[src/rtl/pwm_pkg.sv]
// Shared types and defaults for the PWM duty scheduler: duty width,
// default limits and the ramp FSM state encoding.
package pwm_pkg;

  localparam int DUTY_W         = 4;
  localparam int DUTY_MAX_DEF   = 10;
  localparam int DUTY_RESET_DEF = 5;

  typedef logic [DUTY_W-1:0] duty_t;

  typedef enum logic [1:0] {
    ST_IDLE = 2'd0,
    ST_RAMP = 2'd1,
    ST_DONE = 2'd2
  } state_e;

  function automatic duty_t clamp_duty(input duty_t value, input duty_t limit);
    return (value > limit) ? limit : value;
  endfunction

endpackage

[src/rtl/pwm_step_timer.sv]
// Ramp step interval counter: counts enabled cycles and raises tick on
// every STEP_CYCLES-th one; clear forces it back to zero.
module pwm_step_timer #(
  parameter int STEP_CYCLES = 16
) (
  input  logic clk,
  input  logic rst,
  input  logic clear,
  input  logic enable,
  output logic tick
);

  localparam int CNT_W = (STEP_CYCLES > 1) ? $clog2(STEP_CYCLES) : 1;
  localparam logic [CNT_W-1:0] CNT_LAST = CNT_W'(STEP_CYCLES - 1);

  logic [CNT_W-1:0] cnt_q, cnt_d;

  // NOTE: every signal driven here gets a default first so no latch is inferred.
  always_comb begin
    cnt_d = cnt_q;
    tick  = 1'b0;
    if (clear) begin
      cnt_d = '0;
    end else if (enable) begin
      tick  = (cnt_q == CNT_LAST);
      cnt_d = tick ? '0 : cnt_q + 1'b1;
    end
  end

  // NOTE: state updates use non-blocking assignments so every flop samples pre-edge values.
  always_ff @(posedge clk) begin
    if (rst) cnt_q <= '0;
    else     cnt_q <= cnt_d;
  end

endmodule

[src/rtl/pwm_duty_sched.sv]
// PWM duty scheduler: host-requested ramps and manual single steps.
// Define PWM_SCHED_SOFTSTART_EN to ramp up from 0 to DUTY_RESET after reset.
module pwm_duty_sched
  import pwm_pkg::*;
#(
  parameter int DUTY_MAX    = DUTY_MAX_DEF,
  parameter int DUTY_RESET  = DUTY_RESET_DEF,
  parameter int STEP_CYCLES = 16
) (
  input  logic              clk,
  input  logic              rst_n,
  input  logic              ena,
  input  logic              man_inc,
  input  logic              man_dec,
  input  logic              host_valid,
  input  logic [DUTY_W-1:0] host_target,
  input  logic              host_abort,
  output logic              host_ready,
  output logic [DUTY_W-1:0] duty,
  output logic              step_inc,
  output logic              step_dec,
  output logic              busy,
  output logic              done
);

  localparam duty_t DMAX = duty_t'(DUTY_MAX);
  localparam duty_t DRST = duty_t'(DUTY_RESET);

`ifdef PWM_SCHED_SOFTSTART_EN
  localparam state_e STATE_INIT = ST_RAMP;
  localparam duty_t  DUTY_INIT  = '0;
`else
  localparam state_e STATE_INIT = ST_IDLE;
  localparam duty_t  DUTY_INIT  = DRST;
`endif

  state_e state_q, state_d;
  duty_t  duty_q, duty_d;
  duty_t  target_q, target_d;
  logic   step_inc_q, step_inc_d;
  logic   step_dec_q, step_dec_d;
  logic   tick;
  logic   idle_en;

  pwm_step_timer #(.STEP_CYCLES(STEP_CYCLES)) u_timer (
    .clk    (clk),
    .rst    (rst_n),
    .clear  (state_q != ST_RAMP),
    .enable ((state_q == ST_RAMP) && ena),
    .tick   (tick)
  );

  assign idle_en = (state_q == ST_IDLE) && ena;

  always_comb begin
    state_d    = state_q;
    duty_d     = duty_q;
    target_d   = target_q;
    step_inc_d = 1'b0;
    step_dec_d = 1'b0;
    unique case (state_q)
      ST_IDLE: begin
        if (idle_en && host_valid) begin
          // The host request wins over any manual step in the same cycle.
          target_d = clamp_duty(host_target, DMAX);
          state_d  = (target_d == duty_q) ? ST_DONE : ST_RAMP;
        end else if (idle_en && man_inc && !man_dec && duty_q < DMAX) begin
          duty_d     = duty_q + 1'b1;
          step_inc_d = 1'b1;
        end else if (idle_en && man_dec && !man_inc && duty_q != '0) begin
          duty_d     = duty_q - 1'b1;
          step_dec_d = 1'b1;
        end
      end
      ST_RAMP: begin
        // Completion is recognised the cycle after the final step lands.
        if (host_abort || duty_q == target_q) begin
          state_d = ST_DONE;
        end else if (tick) begin
          if (duty_q < target_q) begin
            duty_d     = duty_q + 1'b1;
            step_inc_d = 1'b1;
          end else begin
            duty_d     = duty_q - 1'b1;
            step_dec_d = 1'b1;
          end
        end
      end
      ST_DONE: state_d = ST_IDLE;
      default: state_d = ST_IDLE;
    endcase
  end

  always_ff @(posedge clk) begin
    if (rst_n) begin
      state_q    <= STATE_INIT;
      duty_q     <= DUTY_INIT;
      target_q   <= DRST;
      step_inc_q <= 1'b0;
      step_dec_q <= 1'b0;
    end else begin
      state_q    <= state_d;
      duty_q     <= duty_d;
      target_q   <= target_d;
      step_inc_q <= step_inc_d;
      step_dec_q <= step_dec_d;
    end
  end

  // Status outputs are forced low for the whole time reset is held.
  assign host_ready = idle_en && !rst_n;
  assign busy       = (state_q == ST_RAMP) && !rst_n;
  assign done       = (state_q == ST_DONE) && !rst_n;
  assign duty       = duty_q;
  assign step_inc   = step_inc_q;
  assign step_dec   = step_dec_q;

endmodule

[config.mk]
export PLATFORM = sky130hd
export DESIGN_NAME = pwm_duty_sched
export DESIGN_NICKNAME = d
export VERILOG_FILES = /design/src/rtl/pwm_pkg.sv /design/src/rtl/pwm_step_timer.sv /design/src/rtl/pwm_duty_sched.sv
export SDC_FILE = /design/constraint.sdc
export NUM_CORES = 1
export LEC_CHECK = 0
export CAP_MARGIN = 20
export CORE_AREA = 8 8 59 51
export CTS_BUF_LIST = sky130_fd_sc_hd__clkbuf_8
export DETAILED_ROUTE_END_ITERATION = 12
export DIE_AREA = 0 0 67 59
export PLACE_DENSITY = 0.86
export RECOVER_POWER = 50
export SYNTH_ARGS = -nofsm -noshare
export SYNTH_HDL_FRONTEND = slang
export SYNTH_SLANG_ARGS = --single-unit
[constraint.sdc]
create_clock -name clk -period 2.5 [get_ports clk]
set_clock_uncertainty 0.05 [all_clocks]
set_input_delay 0.5 -clock clk [delete_from_list [all_inputs] [get_ports clk]]
set_output_delay 0.5 -clock clk [all_outputs]
set_load 0.02 [all_outputs]
After elaboration in Yosys (flattened, before gate mapping)
Index checks and enable logic that the tools add are counted.
{ "word_totals": {"word_cells": 75, "out_inout_bits": 9, "in_bits": 11, "ff_bits": 16} }
{ "op_classes": {"eq_ne": 12, "reduce_logical": 23, "magnitude_cmp": 3, "mux": 28, "addsub": 3} }
{ "op_table": {"columns": ["op", "count"], "rows": [
  ["2-to-1 mux 4 bit", 8],
  ["2-to-1 mux 1 bit", 13],
  ["logical AND 1 bit", 12],
  ["adder 4 x 1 -> 4 bit, second input constant", 2],
  ["== test 4 bit", 2],
  ["one-hot mux 4 bit (2 select lines)", 1],
  ["2-to-1 mux 2 bit", 3],
  ["inequality test 2 x 1 -> 1 bit, second input constant", 3],
  ["inequality test 2 bit, second input constant", 3],
  ["AND reduction 5 bit", 1],
  ["== test 4 bit, second input constant", 1],
  ["greater-than comparator 4 bit, second input constant", 1],
  ["< comparator 4 bit", 1],
  ["< comparator 4 bit, second input constant", 1],
  ["one-hot mux 1 bit (2 select lines)", 2],
  ["one-hot mux 2 bit (2 select lines)", 1],
  ["AND reduction 2 bit", 2],
  ["nonzero test 4 bit", 1],
  ["subtractor 4 x 1 -> 4 bit, second input constant", 1],
  ["zero test 1 bit", 3],
  ["inequality test 3 x 1 -> 1 bit, second input constant", 1],
  ["== test 2 x 1 -> 1 bit, second input constant", 1],
  ["== test 2 bit, second input constant", 1],
  ["zero test 2 bit", 1],
  ["other kinds (3)", 3]
]} }

Depth between registers and ports, before layout
{ "depth": {"word_depth": 9, "mapped_depth": 7, "depth_no_buf": 7} }

Modules after synthesis
Synthesis repeated with hierarchy kept, for this count alone.
{ "hier_totals": {"hier_cells": 135, "hier_area_um2": 1131.1} }
{ "by_module_without_submodules": {"columns": ["module", "area_each_um2", "cells_per_inst", "instances", "seq_area_each_um2"], "rows": [
  ["pwm_duty_sched", 932.1, 113, 1, 240.2],
  ["pwm_step_timer", 198.9, 22, 1, 80.1]
]} }

Worst setup path after synthesis
OpenSTA, ideal clock, no wires.
{ "synth_timing": {"path_type": "register to register", "from": "reg duty_q[0] (netlist: duty[0])", "to": "reg duty_q[2] (netlist: duty[2])", "t_required_ps": 2323, "path_buffers": 0, "setup_slack_ps": 428, "setup_ps": 127, "path_stages_with_launch": 8, "period_less_slack_ps": 2072, "t_arrival_ps": 1895, "cell_sequence": "dfxtp_1 inv_1 ha_1 a41o_1 nor3_2 a21oi_1 nor4_1 nor4_1"} }
{ "synth_via": {"elab_chain_cells": 5, "elab_cells_between_ends": 19, "cone_classes": "2 x add/sub; 2 x order compare; 3 x eq/ne; 7 x mux; 5 x reduce/logical"} }
{ "synth_rtl": {"columns": ["element", "line", "text"], "rows": [
  ["start: declaration", "pwm_duty_sched.sv:38", "duty_t duty_q, duty_d;"],
  ["start signal: assignment", "pwm_duty_sched.sv:103", "duty_q <= duty_d;"],
  ["subtractor 4 x 1 -> 4 bit, or another cell as far along", "pwm_duty_sched.sv:71, pwm_duty_sched.sv:84", null],
  ["2-to-1 mux 4 bit, or another cell as far along", "pwm_duty_sched.sv:80", "if (duty_q < target_q) begin"],
  ["2-to-1 mux 4 bit (on tied branches)", "pwm_duty_sched.sv:79, pwm_duty_sched.sv:67", null],
  ["2-to-1 mux 4 bit (on tied branches)", "pwm_duty_sched.sv:77, pwm_duty_sched.sv:63", null],
  ["one-hot mux 4 bit (2 select lines)", "pwm_duty_sched.sv:61", "unique case (state_q)"]
]} }
Parallel ways exist; a longest one is shown, timed or not. The select of a mux whose other input is x is not followed.
A chain may end at the register's enable or synchronous reset.

Final worst setup path
{ "layout_timing": {"from": "in rst_n", "to": "out busy"} }
{ "layout_via": {"elab_chain_cells": 2} }
{ "layout_rtl": {"columns": ["element", "line", "text"], "rows": [
  ["start: declaration", "pwm_duty_sched.sv:11", "input logic rst_n,"],
  ["zero test 1 bit", "pwm_duty_sched.sv:112", "assign busy = (state_q == ST_RAMP) && !rst_n;"],
  ["logical AND 1 bit", "pwm_duty_sched.sv:112", null],
  ["end: declaration", "pwm_duty_sched.sv:22", "output logic busy,"]
]} }
Every way passes these cells.

==> qor.yml <==
finalMaxSlewViolations: 0
cts_max_path_buffers: 2
yosys.area.top_type_share: 0.303
nNetsFinal: 167
cp_max_fo: 6
vias: 1029
slowest_stage: "clkdlybuf4s50_1"
grt_pass1_wl_mm: 4.83
max_clock_freq_ghz: 0.414
synth_top_family_by_area: "simple AND/OR/NAND/NOR gates"
initial_core_util: 0.512
clock-root-buffer: "clkbuf_8"
layout-drive-gt1-share: 0.0884
worst_setup_path_end_kind: "primary output"
gp_congestion: 0.902
postCtsHoldBufs: 0
core_um2: 2060
max-cap-violations: 0
finalCritPeriodShare: 0.965
hold_class: "reg2reg"
io_buffer_count: 19
ys_types: 45
holdPathStages: 2
p_leak_uw: 0.000546
clock_latency_ns: 0.25
synthArstFlopShare: 0
overflow: 0
numCtsBuffers: 3
final.setup.tns_ns: 0
ir_drop_mv: 0.415
rsz0062_at_grt: "no"
p_per_area_nw_per_um2: 493
fin_crit_ns: 2.41
wl_per_cell_um: 15.7
syn_nets: 142
area_growth_pct: 25.3
synth_area_per_cell_um2: 8.53
cts_tree: "yes"
yosysMostFrequentCell: "dfxtp_1"
path_buf_inv: 2
ys_ff_latch: 16
reg2reg_depth: 6
crit_type: "in2out"
cpPeakStageDelay_ns: 0.63
io_pins: 20
synth-xor-area-share: 0.0497
yosys_warnings: 0
die_y_um: 59
crit_arrival_ns: 1.86
synth_ff_type: "dfxtp_1"
setup_viol: 0
synth-adder-area-share: 0.0828
clock-sinks: 16
cts_resized: 0
cp_top_family: "buffers and inverters"
status: "finished, final reports clean"
seq_area_um2: 320
cts_setup_buffers: 0
synth_mux_area_frac: 0.0331
die_w_um: 67
hold_start: "target_q[3]"
layout_setup_ws_ns: 0.0869
multi_input_area_um2: 699
r2r-end: "duty[2]"
r2r_setup_slack_ns: 0.29
ys_seq_area_frac: 0.303
postRouteAntennaNets: 0
grt_usage: 0.153
n_antenna_cell: 0
yosysTopAreaCell: "dfxtp_1"
drtIter0Drc: 44
grt_pass1_vias: 1072
grt_max_degree: 19
synth-edff-count: 0
hold_end: "target_q[3]"
slew_headroom: 0.490
syn_area_um2: 1060
clk_pin_slew_ns: 0.06
yosys-top-cells-area: "dfxtp_1 30%, ha_1 8.3%, nor3_1 5.2%"
timing.rr.start: "duty[2]"
cpMostUsedCell: "clkdlybuf4s50_1"
drc: 0
firstDrtPassIters: 4
hpwl_mm: 2.06
worstMarginPinSlew_ns: 0.765
required_ns: 1.95
yosys-top-cells-count: "16 x dfxtp_1, 11 x nor3_1, 10 x nor2_1, 7 x ha_1, 7 x nand2_1"
syn_inst: 124
synth-simple-area-share: 0.298
fillCellCount: 179
vias_per_cell: 5.98
die_area_um2: 3950
antenna_found_initial: 0
h-tree-depth: 1
start_kind: "primary input"
finalWirelength_mm: 2.70
hold_violations: 0
synth_compound_area_frac: 0.198
path_cells: "clkdlybuf4s50_1 > nor2_1 > clkdlybuf4s50_1"
row_count: 15
place_ws_ns: 0.0367
==> final cells by class <==
type | instances | area share
Tap cell | 25 | 0.0236
Clock buffer | 3 | 0.0312
Sequential cell | 16 | 0.242
Inverter | 5 | 0.0142
Timing Repair Buffer | 23 | 0.161
Multi-Input combinational cell | 100 | 0.528
==> kinds of logic (layout without fill, tap and decap cells) <==
family / after synthesis / count (layout)
mux: 3 / 3
compound gates: 28 / 28
xor+xnor: 6 / 6
flops: 16 / 16
fa+ha+maj: 7 / 7
simple gates: 56 / 56
buf+inv: 8 / 31
==> per-stage QoR <==
| step | utilization | instance area [µm²] | power (µW) | std cells | hold slack [ns] |
|---|---|---|---|---|---|
| after floorplan | - | 1060 | 405 | 124 | 0.385 |
| after global placement | 0.625 | 1290 | 456 | 169 | 0.400 |
| after detailed placement | 0.625 | 1290 | 466 | 169 | 0.401 |
| after CTS | 0.645 | 1330 | 659 | 172 | 0.407 |
| after global routing | 0.642 | 1330 | 687 | 172 | 0.426 |
| final | 0.642 | 1330 | 654 | 172 | 0.403 |
==> worst register-to-register path, stage by stage (launching register included) <==
cell and delay [ns]:
dfxtp_1 0.64, ha_1 0.37, a41o_1 0.25, nor3_2 0.20, a21oi_1 0.14, nor4_1 0.34
nor4_1 0.10
==> cells in the final DEF (no fill, tap or decap), drive strengths merged, types with 4 or more instances in the layout <==
master / Yosys / layout
nand2b: 4 / 4
nor3: 12 / 12
a21oi: 6 / 6
nand2: 7 / 7
nor2: 10 / 10
nor2b: 4 / 4
o21ai: 5 / 5
clkbuf: 1 / 6
inv: 5 / 5
ha: 7 / 7
dfxtp: 16 / 16
clkdlybuf4s50: 0 / 14
xnor2: 4 / 4
==> flip-flops by register name (all words and copies together) (netlist names) <==
name and count:
state_q 2, step_dec 1, step_inc 1, duty 4, u_timer.cnt_q 4, target_q 4
==> report_power, final <==
part,internal (µW),leakage (µW),switching (µW),total (µW)
registers,268,0.000130,22.7,290
clock network,107,0.0000216,84.3,191
logic,80.0,0.000394,92.1,172
total,454,0.000546,199,654
==> per-layer routing <==
| layer | wire [µm] | global-route usage | vias to the layer above |
|---|---|---|---|
| li1 | - | - | 503 |
| met1 | 1100 | 0.170 | 470 |
| met2 | 1260 | 0.243 | 43 |
| met3 | 223 | 0.0624 | 13 |
| met4 | 106 | 0.0804 | 0 |
| met5 | 0 | 0 | - |
==> worst max path at each step <==
| stage | startpoint | endpoint | slack (ns) | cells past startpoint |
|---|---|---|---|---|
| 2_1_floorplan | duty[0] | duty[2] | 0.43 | 7 |
| 3_3_place_gp | ena | host_ready | 0.06 | 4 |
| 3_5_place_dp | ena | host_ready | 0.04 | 4 |
| 4_1_cts | ena | host_ready | 0.03 | 4 |
| 5_1_grt | rst_n | busy | 0.02 | 3 |
| 6_report | rst_n | busy | 0.09 | 3 |
Power figures use the tool's default switching activity.
